===== src/rtl/output_argmax_seq_if.sv =====
// Handshake bundle between the neuron bank, argmax block and host.
// master: upstream/host side; slave: the argmax block.
interface output_argmax_seq_if #(
  parameter int N_CLASS = 9,
  parameter int DATA_W  = 20,
  parameter int IDX_W   = 4,
  parameter int FCNT_W  = 16
);
  logic                      in_valid;
  logic                      in_ready;
  logic [N_CLASS*DATA_W-1:0] a3_flat;
  logic                      out_valid;
  logic                      out_ready;
  logic [IDX_W-1:0]          class_idx;
  logic [DATA_W-1:0]         class_val;
  logic                      confident;
  logic [FCNT_W-1:0]         frame_cnt;

  modport master (
    output in_valid, a3_flat, out_ready,
    input  in_ready, out_valid, class_idx,
    input  class_val, confident, frame_cnt
  );

  modport slave (
    input  in_valid, a3_flat, out_ready,
    output in_ready, out_valid, class_idx,
    output class_val, confident, frame_cnt
  );
endinterface


===== src/rtl/output_argmax_seq.sv =====
// Sequential argmax over a captured activation vector.
// Ports: clk, rst (async high), bus (slave: vector in, result out).
module output_argmax_seq #(
  parameter int N_CLASS = 9,
  parameter int DATA_W  = 20,
  parameter int IDX_W   = 4,
  parameter logic signed [DATA_W-1:0] THRESH = 20'sh04000,
  parameter int FCNT_W  = 16
) (
  input  logic                clk,
  input  logic                rst,
  output_argmax_seq_if.slave  bus
);

  localparam logic [1:0] S_IDLE = 2'd0;
  localparam logic [1:0] S_SCAN = 2'd1;
  localparam logic [1:0] S_DONE = 2'd2;

  localparam logic [IDX_W-1:0] LAST =
    IDX_W'(N_CLASS - 1);

  logic [1:0]               state;
  logic signed [DATA_W-1:0] buf_q [N_CLASS];
  logic signed [DATA_W-1:0] best_val;
  logic [IDX_W-1:0]         best_idx;
  logic [IDX_W-1:0]         cnt;

  logic                     out_valid_q;
  logic [IDX_W-1:0]         class_idx_q;
  logic [DATA_W-1:0]        class_val_q;
  logic                     confident_q;
  logic [FCNT_W-1:0]        frame_cnt_q;

  logic signed [DATA_W-1:0] cur_val;
  logic signed [DATA_W-1:0] nxt_val;
  logic [IDX_W-1:0]         nxt_idx;

  assign bus.in_ready  = (state == S_IDLE);
  assign bus.out_valid = out_valid_q;
  assign bus.class_idx = class_idx_q;
  assign bus.class_val = class_val_q;
  assign bus.confident = confident_q;
  assign bus.frame_cnt = frame_cnt_q;

  // Strict compare so ties keep the lower index.
  always_comb begin
    cur_val = buf_q[cnt];
    nxt_val = best_val;
    nxt_idx = best_idx;
    if (cur_val > best_val) begin
      nxt_val = cur_val;
      nxt_idx = cnt;
    end
  end

  always_ff @(posedge clk or posedge rst) begin
    if (rst) begin
      state       <= S_IDLE;
      for (int i = 0; i < N_CLASS; i++)
        buf_q[i] <= '0;
      best_val    <= '0;
      best_idx    <= '0;
      cnt         <= '0;
      out_valid_q <= 1'b0;
      class_idx_q <= '0;
      class_val_q <= '0;
      confident_q <= 1'b0;
      frame_cnt_q <= '0;
    end else begin
      unique case (1'b1)
        state == S_IDLE: begin
          if (bus.in_valid) begin
            for (int i = 0; i < N_CLASS; i++)
              buf_q[i] <= bus.a3_flat[i*DATA_W +: DATA_W];
            best_val <= bus.a3_flat[DATA_W-1:0];
            best_idx <= '0;
            cnt      <= IDX_W'(1);
            state    <= S_SCAN;
          end
        end
        state == S_SCAN: begin
          best_val <= nxt_val;
          best_idx <= nxt_idx;
          if (cnt == LAST) begin
            class_idx_q <= nxt_idx;
            class_val_q <= nxt_val;
            confident_q <= (nxt_val > THRESH);
            out_valid_q <= 1'b1;
            state       <= S_DONE;
          end else begin
            cnt <= cnt + 1'b1;
          end
        end
        state == S_DONE: begin
          if (bus.out_ready) begin
            out_valid_q <= 1'b0;
            frame_cnt_q <= frame_cnt_q + 1'b1;
            state       <= S_IDLE;
          end
        end
        default: state <= S_IDLE;
      endcase
    end
  end

endmodule


===== src/flat_wrapper.sv =====
// flat-port wrapper written by rule: the top's interface ports become plain ports
module output_argmax_seq_flat 
#(
  parameter int N_CLASS = 9,
  parameter int DATA_W  = 20,
  parameter int IDX_W   = 4,
  parameter logic signed [DATA_W-1:0] THRESH = 20'sh04000,
  parameter int FCNT_W  = 16
)
  (clk, rst, bus_in_valid, bus_a3_flat, bus_out_ready, bus_in_ready, bus_out_valid, bus_class_idx, bus_class_val, bus_confident, bus_frame_cnt);
  output_argmax_seq_if #(.N_CLASS(N_CLASS), .DATA_W(DATA_W), .IDX_W(IDX_W), .FCNT_W(FCNT_W)) bus_i ();
  input  logic clk;
  input  logic rst;
  input wire logic [$bits(bus_i.in_valid)-1:0] bus_in_valid;
  input wire logic [$bits(bus_i.a3_flat)-1:0] bus_a3_flat;
  input wire logic [$bits(bus_i.out_ready)-1:0] bus_out_ready;
  output wire logic [$bits(bus_i.in_ready)-1:0] bus_in_ready;
  output wire logic [$bits(bus_i.out_valid)-1:0] bus_out_valid;
  output wire logic [$bits(bus_i.class_idx)-1:0] bus_class_idx;
  output wire logic [$bits(bus_i.class_val)-1:0] bus_class_val;
  output wire logic [$bits(bus_i.confident)-1:0] bus_confident;
  output wire logic [$bits(bus_i.frame_cnt)-1:0] bus_frame_cnt;
  assign bus_i.in_valid = bus_in_valid;
  assign bus_i.a3_flat = bus_a3_flat;
  assign bus_i.out_ready = bus_out_ready;
  assign bus_in_ready = bus_i.in_ready;
  assign bus_out_valid = bus_i.out_valid;
  assign bus_class_idx = bus_i.class_idx;
  assign bus_class_val = bus_i.class_val;
  assign bus_confident = bus_i.confident;
  assign bus_frame_cnt = bus_i.frame_cnt;
  output_argmax_seq #(.N_CLASS(N_CLASS), .DATA_W(DATA_W), .IDX_W(IDX_W), .THRESH(THRESH), .FCNT_W(FCNT_W)) u_core (.clk(clk), .rst(rst), .bus(bus_i));
endmodule

===== config.mk =====
export PLATFORM = sky130hd
export DESIGN_NAME = output_argmax_seq_flat
export DESIGN_NICKNAME = d
export VERILOG_FILES = /design/src/rtl/output_argmax_seq_if.sv /design/src/rtl/output_argmax_seq.sv /design/src/flat_wrapper.sv
export SDC_FILE = /design/constraint.sdc
export NUM_CORES = 1
export LEC_CHECK = 0
export ABC_AREA = 1
export BUFFER_PORTS_ARGS = -buffer_cell sky130_fd_sc_hd__buf_2
export CORE_ASPECT_RATIO = 0.7
export CORE_UTILIZATION = 56
export DETAILED_ROUTE_END_ITERATION = 6
export PLACE_DENSITY = 0.8
export SLEW_MARGIN = 20
export SYNTH_ARGS = -nofsm -noshare
export SYNTH_HDL_FRONTEND = slang
export SYNTH_SLANG_ARGS = --single-unit

===== constraint.sdc =====
create_clock -name clk -period 11.7 [get_ports clk]
set_input_delay 1.755 -clock clk [delete_from_list [all_inputs] [get_ports clk]]
set_output_delay 1.755 -clock clk [all_outputs]
set_load 0.02 [all_outputs]

Yosys cells after proc, flatten, opt, wreduce, memory -nomap -nowiden

Cells that the tools add are included.

Word-level logic and storage cells: 60
Output and inout bits: 43
Input bits: 184
Bits in registers: 252

Eq/ne operators: 7
Add/sub/neg operators: 2
Bitwise logic cells: 1
Order comparisons: 3
Multiplexer cells: 19
Reduce and logical (&&, ||, !) cells: 10

Operator list:

| operator                                              | count |
|---|---|
| binary-select mux 20 bit (select 4 bit)               | 1 |
| two-way mux 20 bit                                    | 4 |
| case mux 20 bit (2 select lines)                      | 1 |
| > comparator 20 x 16 -> 1 bit (second input constant) | 1 |
| > comparator 20 bit                                   | 1 |
| adder 16 x 1 -> 16 bit (second input constant)        | 1 |
| two-way mux 4 bit                                     | 4 |
| case mux 4 bit (2 select lines)                       | 2 |
| AND reduction 3 bit                                   | 3 |
| != test 2 bit (second input constant)                 | 4 |
| AND reduction 2 bit                                   | 4 |
| two-way mux 2 bit                                     | 3 |
| case mux 2 bit (3 select lines)                       | 1 |
| >= comparator 5 bit (second input constant)           | 1 |
| NOT 4 -> 5 bit                                        | 1 |
| adder 4 x 1 -> 4 bit (second input constant)          | 1 |
| == test 4 bit (second input constant)                 | 1 |
| nonzero test 2 bit                                    | 2 |
| == test 2 x 1 -> 1 bit (second input constant)        | 1 |
| == test 2 bit (second input constant)                 | 1 |
| zero test 2 bit                                       | 1 |
| two-way mux 1 bit                                     | 2 |
| case mux 1 bit (2 select lines)                       | 1 |

Depth between registers and ports, before layout

Gate-level depths: netlist of the first run.

Depth in word-level cells: 7
Depth in mapped cells: 27
Depth with buffers taken out: 24

Least setup slack after synthesis of the first run

OpenSTA, ideal clock, no wires.

Path kind: register to register
From: register u_core.cnt[1]
To: register u_core.confident_q, in the netlist u_core.bus.confident
Arrival time: 2.880 ns
Path buffers: 3
Required time: 11.580 ns
Setup time: 0.120 ns
Stages on the path, launching flop included: 23
Period minus slack after synthesis: 3.000 ns
Path slack: 8.700 ns
Cells stage by stage: dfrtp_1 buf_2 clkbuf_1 o21ai_0 o211ai_1 nand3_1 nand2_1 ha_1 nand2_1 inv_1 nand2_1 nand2_1 a21oi_1 nand3_2 nand2_2 clkbuf_1 nand4_1 nand2_2 nand2_1 nor2_2 nand3_1 o21ai_1 nand2_1

Longest elaborated chain between the ends: 7
Elaborated cells between the ends (all ways): 9
Those cells by class: order compare (2); eq/ne (1); mux (4); bitwise (1); reduce/logical (1)

RTL lines:

| item                                                  | RTL line                | RTL |
|---|---|---|
| start: declaration                                    | output_argmax_seq.sv:26 | `logic [IDX_W-1:0] cnt;` |
| start signal: assignment                              | output_argmax_seq.sv:91 | `cnt <= cnt + 1'b1;` |
| NOT 4 -> 5 bit (not written as such)                  | output_argmax_seq.sv:47 | `cur_val = buf_q[cnt];` |
| binary-select mux 20 bit (select 4 bit)               | output_argmax_seq.sv:47 |  |
| two-way mux 20 bit (not written as such) (2 in a row) | output_argmax_seq.sv:47 |  |
| > comparator 20 bit                                   | output_argmax_seq.sv:50 | `if (cur_val > best_val) begin` |
| two-way mux 20 bit                                    | output_argmax_seq.sv:50 |  |
| > comparator 20 x 16 -> 1 bit                         | output_argmax_seq.sv:87 | `confident_q <= (nxt_val > THRESH);` |
| end signal: assignment                                | output_argmax_seq.sv:87 |  |
| end: declaration                                      | output_argmax_seq.sv:31 | `logic confident_q;` |

Several ways; a longest one is shown, not always the timed one. The select of a mux whose other input is x is not followed.
A chain may end at the register's enable or synchronous reset.

Final worst setup path of the first run

Ends and elaborated chain as after synthesis.

==> metrics.md, run 1 <==
| Metric | Value |
|---|---|
| Switch Pwr | 2.13 mW |
| Syn_nets | 1730 |
| Port buffer count | 226 |
| Post-cts sizing count | 0 |
| Clock sink count | 252 |
| Slew @ Worst Pin | 0.964 ns |
| Initial Util | 0.577 |
| Post-synthesis sequential area ratio | 0.521 |
| Drt initial violations | 1208 |
| Layout cells sized above 1 | 0.173 |
| Worst hold path startpoint | u_core.bus.frame_cnt[15] |
| GRT overflow | 0 |
| XOR/XNOR Fraction of Synth Area | 0.0101 |
| Worst hold path type | register to register |
| Io pins | 227 |
| Status | finished clean |
| Leak | 7.49 nW |
| Combinational share of power | 0.504 |
| Critical path startpoint category | register |
| Vias/cell | 5.55 |
| YS warnings | 0 |
| WP data required | 12.11 ns |
| Combinational family with the most area after synthesis | simple AND/OR/NAND/NOR gates |
| Vias in the first global route | 10500 |
| Max-slew violations | 0 |
| Switching part of the total | 0.466 |
| Sequential share of power | 0.328 |
| Final ANT Viol Nets | 0 |
| Fmax | 192 MHz |
| CP Max Fanout | 50 |
| First-pass GRT wire length | 54600 um |
| Antenna diodes | 0 |
| Clock transition time at the flip-flop clock pins of the worst setup and hold paths | 0.06 ns |
| Tot GR Track Use | 0.318 |
| DRC viols | 0 |
| Area Overhead vs Synth | 16.5% |
| Syn Area/Cell | 7.94 sq um |
| WS Path Type | register to register |
| Detailed Routing Iterations Pass 1 | 7 |
| Reg-to-reg slack, setup | 6.50 ns |
| VDD IR max | 0.253 mV |
| RD Place Congestion | 0.907 |
| Clock Path Buffers | 3 |
| Vias | 11000 |
| Core Util, Final | 0.672 |
| H-Tree Depth | 1 |
| Crit path DAT | 5.62 ns |
| Worst Hold Depth | 1 |
| WL/cell | 17.6 um |
| Final setup violation count | 0 |
| Largest net degree at the start of global routing | 133 |
| Core footprint | 21000 sq um |
| Clk root buf | clkbuf_16 |
| Compound-Gate Fraction of Synth Area | 0.130 |
| Max Cap Viol | 0 |
| Endpoints failing hold | 0 |
| Post-CTS Setup Bufs | 0 |
| Minimum clock period | 5.20 ns |
| Hold Crit Endpoint | u_core.bus.frame_cnt[15] |
| Yosys cell types | 32 |
| Clk pwr share | 0.168 |
| Die area | 22200 sq um |
| Final WL | 34900 um |
| CP endpoint kind | register |
| Reg-to-Reg Start | u_core.cnt[1] |
| Number of synthesized register bits | 252 |
| CTS tree | yes |
| CTS Hold Bufs | 0 |
| Adder-cell area share of the yosys netlist | 0.0238 |
| Final Skew | 0.0174 ns |
| RSZ-0062 raised after global routing | false |
| Mapped cell area | 12100 sq um |
| Clk_lat worst skew | 0.53 ns |
| Dpl hpwl | 24900 um |
| Simple-gate area share of the yosys netlist | 0.235 |
| RR Endpoint | u_core.bus.confident |
| Mapped Cells | 1523 |
| Initial antenna violation count | 0 |
| Max-slew headroom | 0.356 |
| Die extent in y | 125 um |
| R2r worst-path depth | 21 |
| Fin nets | 1902 |
| TritonCTS buffer count | 24 |
| P per Cell Area | 325 nW/um^2 |
| Setup TNS | 0 ns |
| Final period utilization | 0.445 |
| Mux cell area share after synthesis | 0 |
| Cell Rows | 44 |
| Cell-internal power | 2.45 mW |
| Die X | 178 um |
synthesized netlist by cell type:
cell | n | area share
nand2_1 | 575 | 0.18
dfrtp_1 | 252 | 0.52
o21ai_0 | 163 | 0.067
inv_1 | 153 | 0.047
nand3_1 | 69 | 0.029
clkbuf_1 | 67 | 0.021
a21oi_1 | 43 | 0.018
nor2_1 | 37 | 0.011
o211ai_1 | 33 | 0.020
ha_1 | 23 | 0.024
o221ai_1 | 20 | 0.014
buf_2 | 15 | 0.0062
nand4_1 | 14 | 0.0072
o21ai_1 | 9 | 0.0037
xor2_1 | 8 | 0.0058
xnor2_1 | 6 | 0.0043
nand2_2 | 5 | 0.0026
buf_1 | 4 | 0.0012
nor4_1 | 4 | 0.0021
o22ai_1 | 4 | 0.0021
buf_6 | 3 | 0.0028
nor2_2 | 3 | 0.0016
inv_2 | 2 | 0.00062
nand3_2 | 2 | 0.0017
o21ai_2 | 2 | 0.0014
a21o_1 | 1 | 0.00062
buf_4 | 1 | 0.00062
nor3_1 | 1 | 0.00041
nor3_2 | 1 | 0.00083
o21a_1 | 1 | 0.00062
o21bai_1 | 1 | 0.00062
o31ai_1 | 1 | 0.00062
logic make-up after synthesis:
group           Yosys count
compound gates          278
xor+xnor                 14
fa+ha+maj                23
buf+inv                 245
flops                   252
simple gates            711
flip-flops by register name, indices dropped and copies added (netlist names):
| register | flops |
|---|---|
| u_core.bus.class_idx | 4 |
| u_core.best_val | 20 |
| u_core.bus.confident | 1 |
| u_core.bus.class_val | 20 |
| u_core.bus.frame_cnt | 16 |
| u_core.cnt | 4 |
| u_core.buf_q | 180 |
| u_core.bus.out_valid | 1 |
| u_core.best_idx | 4 |
| u_core.state | 2 |
layout make-up:
type	instances	area (sq um)
fill	1764	6890
multi-input combinational	1026	4840
timing repair buffer	236	1230
sequential	252	6310
inverter	155	594
clock inverter	7	40.0
tap	276	345
clock buffer	35	733
through the flow:
stage          instance area [sq um]  setup slack, ns  power (mW)  cells  hold WS, ns
6_report                       14100             6.50        4.58   1987        0.463
5_1_grt                        14100             6.02        4.94   1987        0.501
4_1_cts                        14100             6.28        4.52   1986        0.466
3_5_place_dp                   13300             6.31        3.74   1944        0.456
3_3_place_gp                   13300             6.56        3.65   1944        0.451
2_1_floorplan                  12100             3.02        3.18   1523        0.444
worst max path at each step:
| stage | start | end | slack, ns |
|---|---|---|---|
| final | u_core.cnt[1] | u_core.bus.confident | 6.50 |
| after global routing | u_core.cnt[1] | u_core.bus.confident | 6.02 |
| after CTS | u_core.cnt[0] | u_core.bus.confident | 6.28 |
| after detailed placement | u_core.cnt[0] | u_core.bus.confident | 6.31 |
| after global placement | u_core.cnt[0] | u_core.bus.confident | 6.56 |
| after floorplan | rst | u_core.best_idx[0] | 3.02 |
power groups by stage:
stage / registers [mW] / logic (mW) / clock network [mW]
2_1_floorplan: 1.46 / 1.72 / 0
3_3_place_gp: 1.52 / 2.13 / 0
3_5_place_dp: 1.54 / 2.21 / 0
4_1_cts: 1.53 / 2.23 / 0.771
5_1_grt: 1.54 / 2.59 / 0.807
6_report: 1.50 / 2.31 / 0.769
cell usage in the layout, fill, tap and decap left out, types with 9 or more instances in the layout:
master     synthesis  final
ha_1              23     23
dfrtp_1          252    250
o21ai_1            9      9
o21ai_0          163    163
buf_2             15    226
o211ai_1          33     33
o221ai_1          20     20
nor2_1            37     37
clkbuf_16          0     25
nand3_1           69     69
inv_1            153    151
nand4_1           14     14
nand2_1          575    574
a21oi_1           43     43
worst max-delay path: stages (launching register included):
cell,delay (ns)
dfrtp_2,0.67
buf_4,0.54
inv_1,0.45
nor2_1,0.18
o21ai_0,0.09
nand3_1,0.12
nand3_1,0.08
nand2_1,0.13
ha_1,0.19
nand2_1,0.09
nor2_2,0.12
nand2_1,0.08
nor2_2,0.14
nand2_1,0.10
nand4_1,0.34
nand3_2,0.73
o21ai_1,0.50
nand2_1,0.09
nor2_1,0.14
nand2_1,0.08
o21ai_1,0.13
nand2_1,0.06
layer usage:
layer,vias to the layer above,GRT usage,part of all wire
met1,5158,0.470,0.44
met2,594,0.453,0.42
met5,-,0,0
met4,0,0.0835,0.025
li1,5215,-,-
met3,67,0.0985,0.12
(Power assumes the default switching activity.)
==> run 2, diff against run 1 <==
==> constraint.sdc (replaced) <==
create_clock -name clk -period 5.3 [get_ports clk]
set_input_delay 0.795 -clock clk [delete_from_list [all_inputs] [get_ports clk]]
set_output_delay 0.795 -clock clk [all_outputs]
set_load 0.02 [all_outputs]
==> run 2 against run 1 <==
  * Critical path type unchanged
  * Critical path depth fell by 1
  * First-iteration DRC count down 3.6%
  * Largest power group unchanged
  * Cell count increased by 0.15%
  * Sequential power grew 120%
==> metrics.md, run 2 (synthesis results as in run 1) <==
| Metric | Value |
|---|---|
| Vias | 11000 (-0.063%) |
| Fin nets | 1906 (+0.21%) |
| Final ANT Viol Nets | 0 (unchanged) |
| Critical path startpoint category | register |
| Clock transition time at the flip-flop clock pins of the worst setup and hold paths | 0.07 ns (about the same) |
| CTS tree | yes |
| RD Place Congestion | 0.917 (+1.1%) |
| Fmax | 206 MHz (+7.2%) |
| WS Path Type | register to register |
| CP endpoint kind | register |
| Max-slew violations | 0 (unchanged) |
| H-Tree Depth | 1 (unchanged) |
| Register Area | 6310 sq um (unchanged) |
| CTS Hold Bufs | 0 (unchanged) |
| Biggest register | u_core.buf_q |
| Post-cts sizing count | 0 (unchanged) |
| TritonCTS buffer count | 24 (unchanged) |
| VDD IR max | 0.496 mV (+96%) |
| Minimum clock period | 4.85 ns (-0.352 ns) |
| Initial antenna violation count | 0 (unchanged) |
| Leading cell type in the layout, fill and taps excluded | nand2_1 |
| Final Skew | 0.0149 ns (-0.00247 ns) |
| Slew @ Worst Pin | 0.996 ns (+0.0321 ns) |
| Tot GR Track Use | 0.309 (-0.00848) |
| Setup TNS | 0 ns (unchanged) |
| Die area | 22200 sq um (unchanged) |
| Initial Util | 0.577 (unchanged) |
| Cell Rows | 44 (unchanged) |
| Final setup violation count | 0 (unchanged) |
| Io pins | 227 (unchanged) |
| Port buffer count | 226 (unchanged) |
| Dpl hpwl | 24600 um (-1.2%) |
| Final WL | 34200 um (-2.2%) |
| Most frequent cells in the layout | nand2_1, dfrtp_1, buf_2, o21ai_0, inv_1 |
| Layout cells sized above 1 | 0.174 (+0.00145) |
| P per Cell Area | 716 nW/um^2 (+120%) |
| GRT overflow | 0 (unchanged) |
| # fillers | 1713 (-2.9%) |
| Max Cap Viol | 0 (unchanged) |
| Multi-input gate area | 4840 sq um (unchanged) |
| Endpoints failing hold | 0 (unchanged) |
| Core footprint | 21000 sq um (unchanged) |
| Largest net degree at the start of global routing | 158 (+19%) |
| Vias in the first global route | 10200 (-2.3%) |
| RSZ-0062 raised after global routing | false |
| Clk root buf | clkbuf_16 |
| Worst hold path type | input pin to asynchronous set/reset pin |
| Max-slew headroom | 0.336 (-0.0199) |
| Vias/cell | 5.54 (-0.21%) |
| Leak | 7.52 nW (+0.41%) |
| Detailed Routing Iterations Pass 1 | 6 (-1) |
| Crit path DAT | 5.26 ns (-0.36 ns) |
| WP data required | 5.71 ns (-6.40 ns) |
| Area Overhead vs Synth | 17.1% |
| Antenna diodes | 0 (unchanged) |
| Clk_lat worst skew | 0.52 ns (about the same) |
| Clock sink count | 252 (unchanged) |
| Die extent in y | 125 um (unchanged) |
| Post-CTS Setup Bufs | 0 (unchanged) |
| WL/cell | 17.2 um (-2.3%) |
| CP Max Fanout | 38 (-24%) |
| First-pass GRT wire length | 53300 um (-2.4%) |
| Status | finished clean |
| Final period utilization | 0.916 (+0.471) |
| DRC viols | 0 (unchanged) |
| Clock Path Buffers | 3 (unchanged) |
| Max reg flops | 180 (unchanged) |
| Worst slack, placed | 0.620 ns (-5.69 ns) |
| Drt initial violations | 1165 (-3.6%) |
| Die X | 178 um (unchanged) |
| Post-route setup slack | 0.448 ns (-6.05 ns) |
-- run 2: changes by cell type in the layout (fill, tap and decap cells not counted), sizes merged --
cell,delta
buf,+4
inv,-1
clkbuf,-2
clkinv,+2
clkinvlp,-1
bufinv,+1
-- run 2: layout make-up --
class	instances	share of cell area
Timing Repair Buffer	240	0.0923
Multi-Input combinational cell	1026	0.342
Inverter	155	0.0417
Sequential cell	252	0.446
Clock buffer	33	0.0491
Clock inverter	8	0.00513
Tap cell	276	0.0244
-- run 2: worst paths after layout --
path	from	to	slack [ns]	cells after the start
min reg2reg	u_core.bus.frame_cnt[15]	u_core.bus.frame_cnt[15]	0.46	1
max	u_core.cnt[1]	u_core.bus.confident	0.45	20
min in group clk	u_core.bus.frame_cnt[15]	u_core.bus.frame_cnt[15]	0.46	1
min	rst	u_core.buf_q[121]	0.32	2
max in group asynchronous	rst	u_core.buf_q[77]	3.77	3
max reg2reg	u_core.cnt[1]	u_core.bus.confident	0.45	20
-- run 2: routing by layer --
layer,share of wire,vias up,routed length [um],global-route usage
li1,-,5212,-,-
met2,0.42,566,14400,0.452
met5,0,-,0,0
met1,0.45,5193,15400,0.463
met4,0.018,0,627,0.0598
met3,0.11,56,3740,0.0858
-- run 2: power breakdown --
part	internal (mW)	total (mW)	leakage [nW]	switching, mW
combinational	1.67	5.15	4.02	3.48
clock	0.965	1.69	0.383	0.729
sequential	2.82	3.30	3.12	0.480
total	5.45	10.1	7.52	4.69
-- run 2: through the flow --
stage	total power [mW]	util	std cells	hold WS [ns]	cell area [sq um]
floorplan	7.03	-	1523	0.444	12100
global placement	8.12	0.637	1948	0.452	13400
detailed placement	8.32	0.637	1948	0.457	13400
CTS	10.0	0.674	1989	0.326	14100
global route	10.9	0.675	1990	0.347	14200
finish	10.1	0.675	1990	0.318	14200
-- run 2: worst max-delay path: stages (launching register included) --
cell and delay (ns):
dfrtp_2 0.84, inv_1 0.46, nor2_1 0.18, o21ai_0 0.10, nand3_1 0.12, nand3_1 0.09, nand2_1 0.12, ha_1 0.18
nand2_1 0.10, nor2_2 0.14, nand2_1 0.09, nor2_2 0.14, nand2_1 0.10, nand4_1 0.33, nand3_2 0.70, o21ai_1 0.53
nand2_1 0.09, nor2_1 0.14, nand2_1 0.07, o21ai_1 0.12, nand2_1 0.07
==> run 3, diff against run 2 <==
--- a/config.mk
+++ b/config.mk
@@ -8,9 +8,9 @@
 export ABC_AREA = 1
 export BUFFER_PORTS_ARGS = -buffer_cell sky130_fd_sc_hd__buf_2
 export CORE_ASPECT_RATIO = 0.7
-export CORE_UTILIZATION = 56
+export CORE_UTILIZATION = 45
 export DETAILED_ROUTE_END_ITERATION = 6
-export PLACE_DENSITY = 0.8
+export PLACE_DENSITY_LB_ADDON = 0.15
 export SLEW_MARGIN = 20
 export SYNTH_ARGS = -nofsm -noshare
 export SYNTH_HDL_FRONTEND = slang
==> run 3 against run 2 <==
  * Flip-flop and latch count unchanged
  * Clock power rose by 9%
  * Clock-buffer cell count is 7 higher
  * Critical path depth increased by 1
  * Combinational power rose by 3%
==> metrics.md, run 3 (synthesis results as in run 1) <==
| Metric | Value |
|---|---|
| Status | finished clean |
| Leak | 7.60 nW (+0.96%) |
| Final std cells w/o fill | 2082 (+4.6%) |
| CP endpoint kind | register |
| Max reg flops | 180 (unchanged) |
| Leading cell type in the layout, fill and taps excluded | nand2_1 |
| Port buffer count | 226 (unchanged) |
| Worst hold path type | input pin to asynchronous set/reset pin |
| VDD IR max | 0.476 mV (-4.0%) |
| Post-CTS Setup Bufs | 0 (unchanged) |
| Cell Rows | 49 (+11%) |
| WS Path Type | register to register |
| Final Skew | 0.00897 ns (-0.00595 ns) |
| Final setup violation count | 0 (unchanged) |
| Vias | 10700 (-3.3%) |
| Max-slew headroom | 0.377 (+0.0410) |
| Clock sink count | 252 (unchanged) |
| Max Cap Viol | 0 (unchanged) |
| Largest net degree at the start of global routing | 139 (-12%) |
| Setup TNS | 0 ns (unchanged) |
| Vias/cell | 5.12 (-7.6%) |
| Slew @ Worst Pin | 0.932 ns (-0.0637 ns) |
| Clk root buf | clkbuf_16 |
| Die area | 27500 sq um (+24%) |
| Detailed Routing Iterations Pass 1 | 5 (-1) |
| Die extent in y | 139 um (+11%) |
| Post-route setup slack | 0.634 ns (+0.187 ns) |
| Core footprint | 26100 sq um (+24%) |
| CTS tree | yes |
| Crit path DAT | 5.08 ns (-0.18 ns) |
| Dpl hpwl | 26500 um (+7.8%) |
| Antenna diodes | 0 (unchanged) |
| Area Overhead vs Synth | 19.0% |
| P per Cell Area | 724 nW/um^2 (+0.99%) |
| Clock transition time at the flip-flop clock pins of the worst setup and hold paths | 0.07 ns (about the same) |
| Crit path from | u_core.cnt[0] |
| Initial antenna violation count | 1 (+1) |
| Post-cts sizing count | 0 (unchanged) |
| GRT overflow | 0 (unchanged) |
| Layout cells sized above 1 | 0.177 (+0.00295) |
| Final ANT Viol Nets | 0 (unchanged) |
| Vias in the first global route | 10200 (-0.27%) |
| Reg-to-reg slack, setup | 0.63 ns (+0.19 ns) |
| Most frequent cells in the layout | nand2_1, dfrtp_1, buf_2, o21ai_0, inv_1 |
| RR Endpoint | u_core.bus.confident |
| Minimum clock period | 4.67 ns (-0.187 ns) |
| Initial Util | 0.464 (-0.112) |
| WL/cell | 17.3 um (+0.67%) |
| # fillers | 2524 (+47%) |
| Clock Path Buffers | 3 (unchanged) |
| H-Tree Depth | 1 (unchanged) |
| Fmax | 214 MHz (+4.0%) |
| Drt initial violations | 900 (-23%) |
| Io pins | 227 (unchanged) |
| WP data required | 5.71 ns (about the same) |
| Endpoints failing hold | 0 (unchanged) |
| Hold WS | 0.193 ns (-0.125 ns) |
| TritonCTS buffer count | 26 (+8.3%) |
| R2r worst-path depth | 21 (+5.0%) |
| Biggest register | u_core.buf_q |
| Worst slack, placed | 0.737 ns (+0.117 ns) |
| Final WL | 36000 um (+5.3%) |
| DRC viols | 0 (unchanged) |
| Max-slew violations | 0 (unchanged) |
| Placed Cells | 2037 (+4.6%) |
| Reg-to-Reg Start | u_core.cnt[0] |
| Critical path startpoint category | register |
| CTS Hold Bufs | 0 (unchanged) |
| RSZ-0062 raised after global routing | false |
| Die X | 198 um (+11%) |
| Final period utilization | 0.880 (-0.0352) |
| Clk_lat worst skew | 0.53 ns (about the same) |
| Tot GR Track Use | 0.265 (-0.0445) |
| CP Max Fanout | 36 (-5.3%) |
| Fin nets | 1915 (+0.47%) |
| First-pass GRT wire length | 56500 um (+6.1%) |
| RD Place Congestion | 0.898 (-2.1%) |
[run 3: worst max-delay path by stage]
stage                      endpoint  cells past startpoint
5_1_grt        u_core.bus.confident                     20
4_1_cts        u_core.bus.confident                     20
3_5_place_dp   u_core.bus.confident                     20
2_1_floorplan    u_core.best_idx[0]                      1
6_report       u_core.bus.confident                     21
3_3_place_gp   u_core.bus.confident                     20
[run 3: layout make-up]
type	instances	area, sq um	area share
sequential	252	6310	0.438
multi-input combinational	1026	4840	0.336
timing repair buffer	247	1350	0.0939
clock buffer	40	785	0.0545
inverter	155	591	0.0410
tap	357	447	0.0310
clock inverter	5	75.1	0.00522
[run 3: where the power goes]
group          leakage [nW]  switching [mW]  total [mW]  internal, mW
Clock                 0.424           0.744        1.85          1.11
Combinational          4.05            3.59        5.30          1.71
Sequential             3.12           0.450        3.27          2.82
Total                  7.60            4.78        10.4          5.64
[run 3: metal layers]
metal,global-route usage,routed length (um),vias up,share of wire
li1,-,-,5244,-
met1,0.420,17700,5004,0.49
met2,0.379,14800,373,0.41
met3,0.0450,2840,39,0.079
met4,0.0457,573,2,0.016
met5,0,16,-,0.00044
[run 3: critical path, stage by stage (launching register included)]
cell and delay, ns:
dfrtp_4 0.61, inv_2 0.53, nor2_1 0.09, o211ai_1 0.26, nand3_1 0.10, nand2_1 0.12
ha_1 0.28, nand2_1 0.12, inv_1 0.04, nand2_1 0.06, nand2_1 0.05, a21oi_1 0.21
nand4_1 0.41, nand3_2 0.68, buf_4 0.27, nand2_1 0.06, o21ai_1 0.13, nand2_1 0.12
nor2_2 0.12, nand3_1 0.08, o21ai_1 0.12, nand2_1 0.06
[run 3: metrics by stage]
| stage | cell area [sq um] | util | total power [mW] |
|---|---|---|---|
| 6_report | 14400 | 0.552 | 10.4 |
| 5_1_grt | 14400 | 0.552 | 11.3 |
| 4_1_cts | 14400 | 0.552 | 10.4 |
| 3_5_place_dp | 13500 | 0.519 | 8.51 |
| 3_3_place_gp | 13500 | 0.519 | 8.37 |
| 2_1_floorplan | 12100 | - | 7.03 |
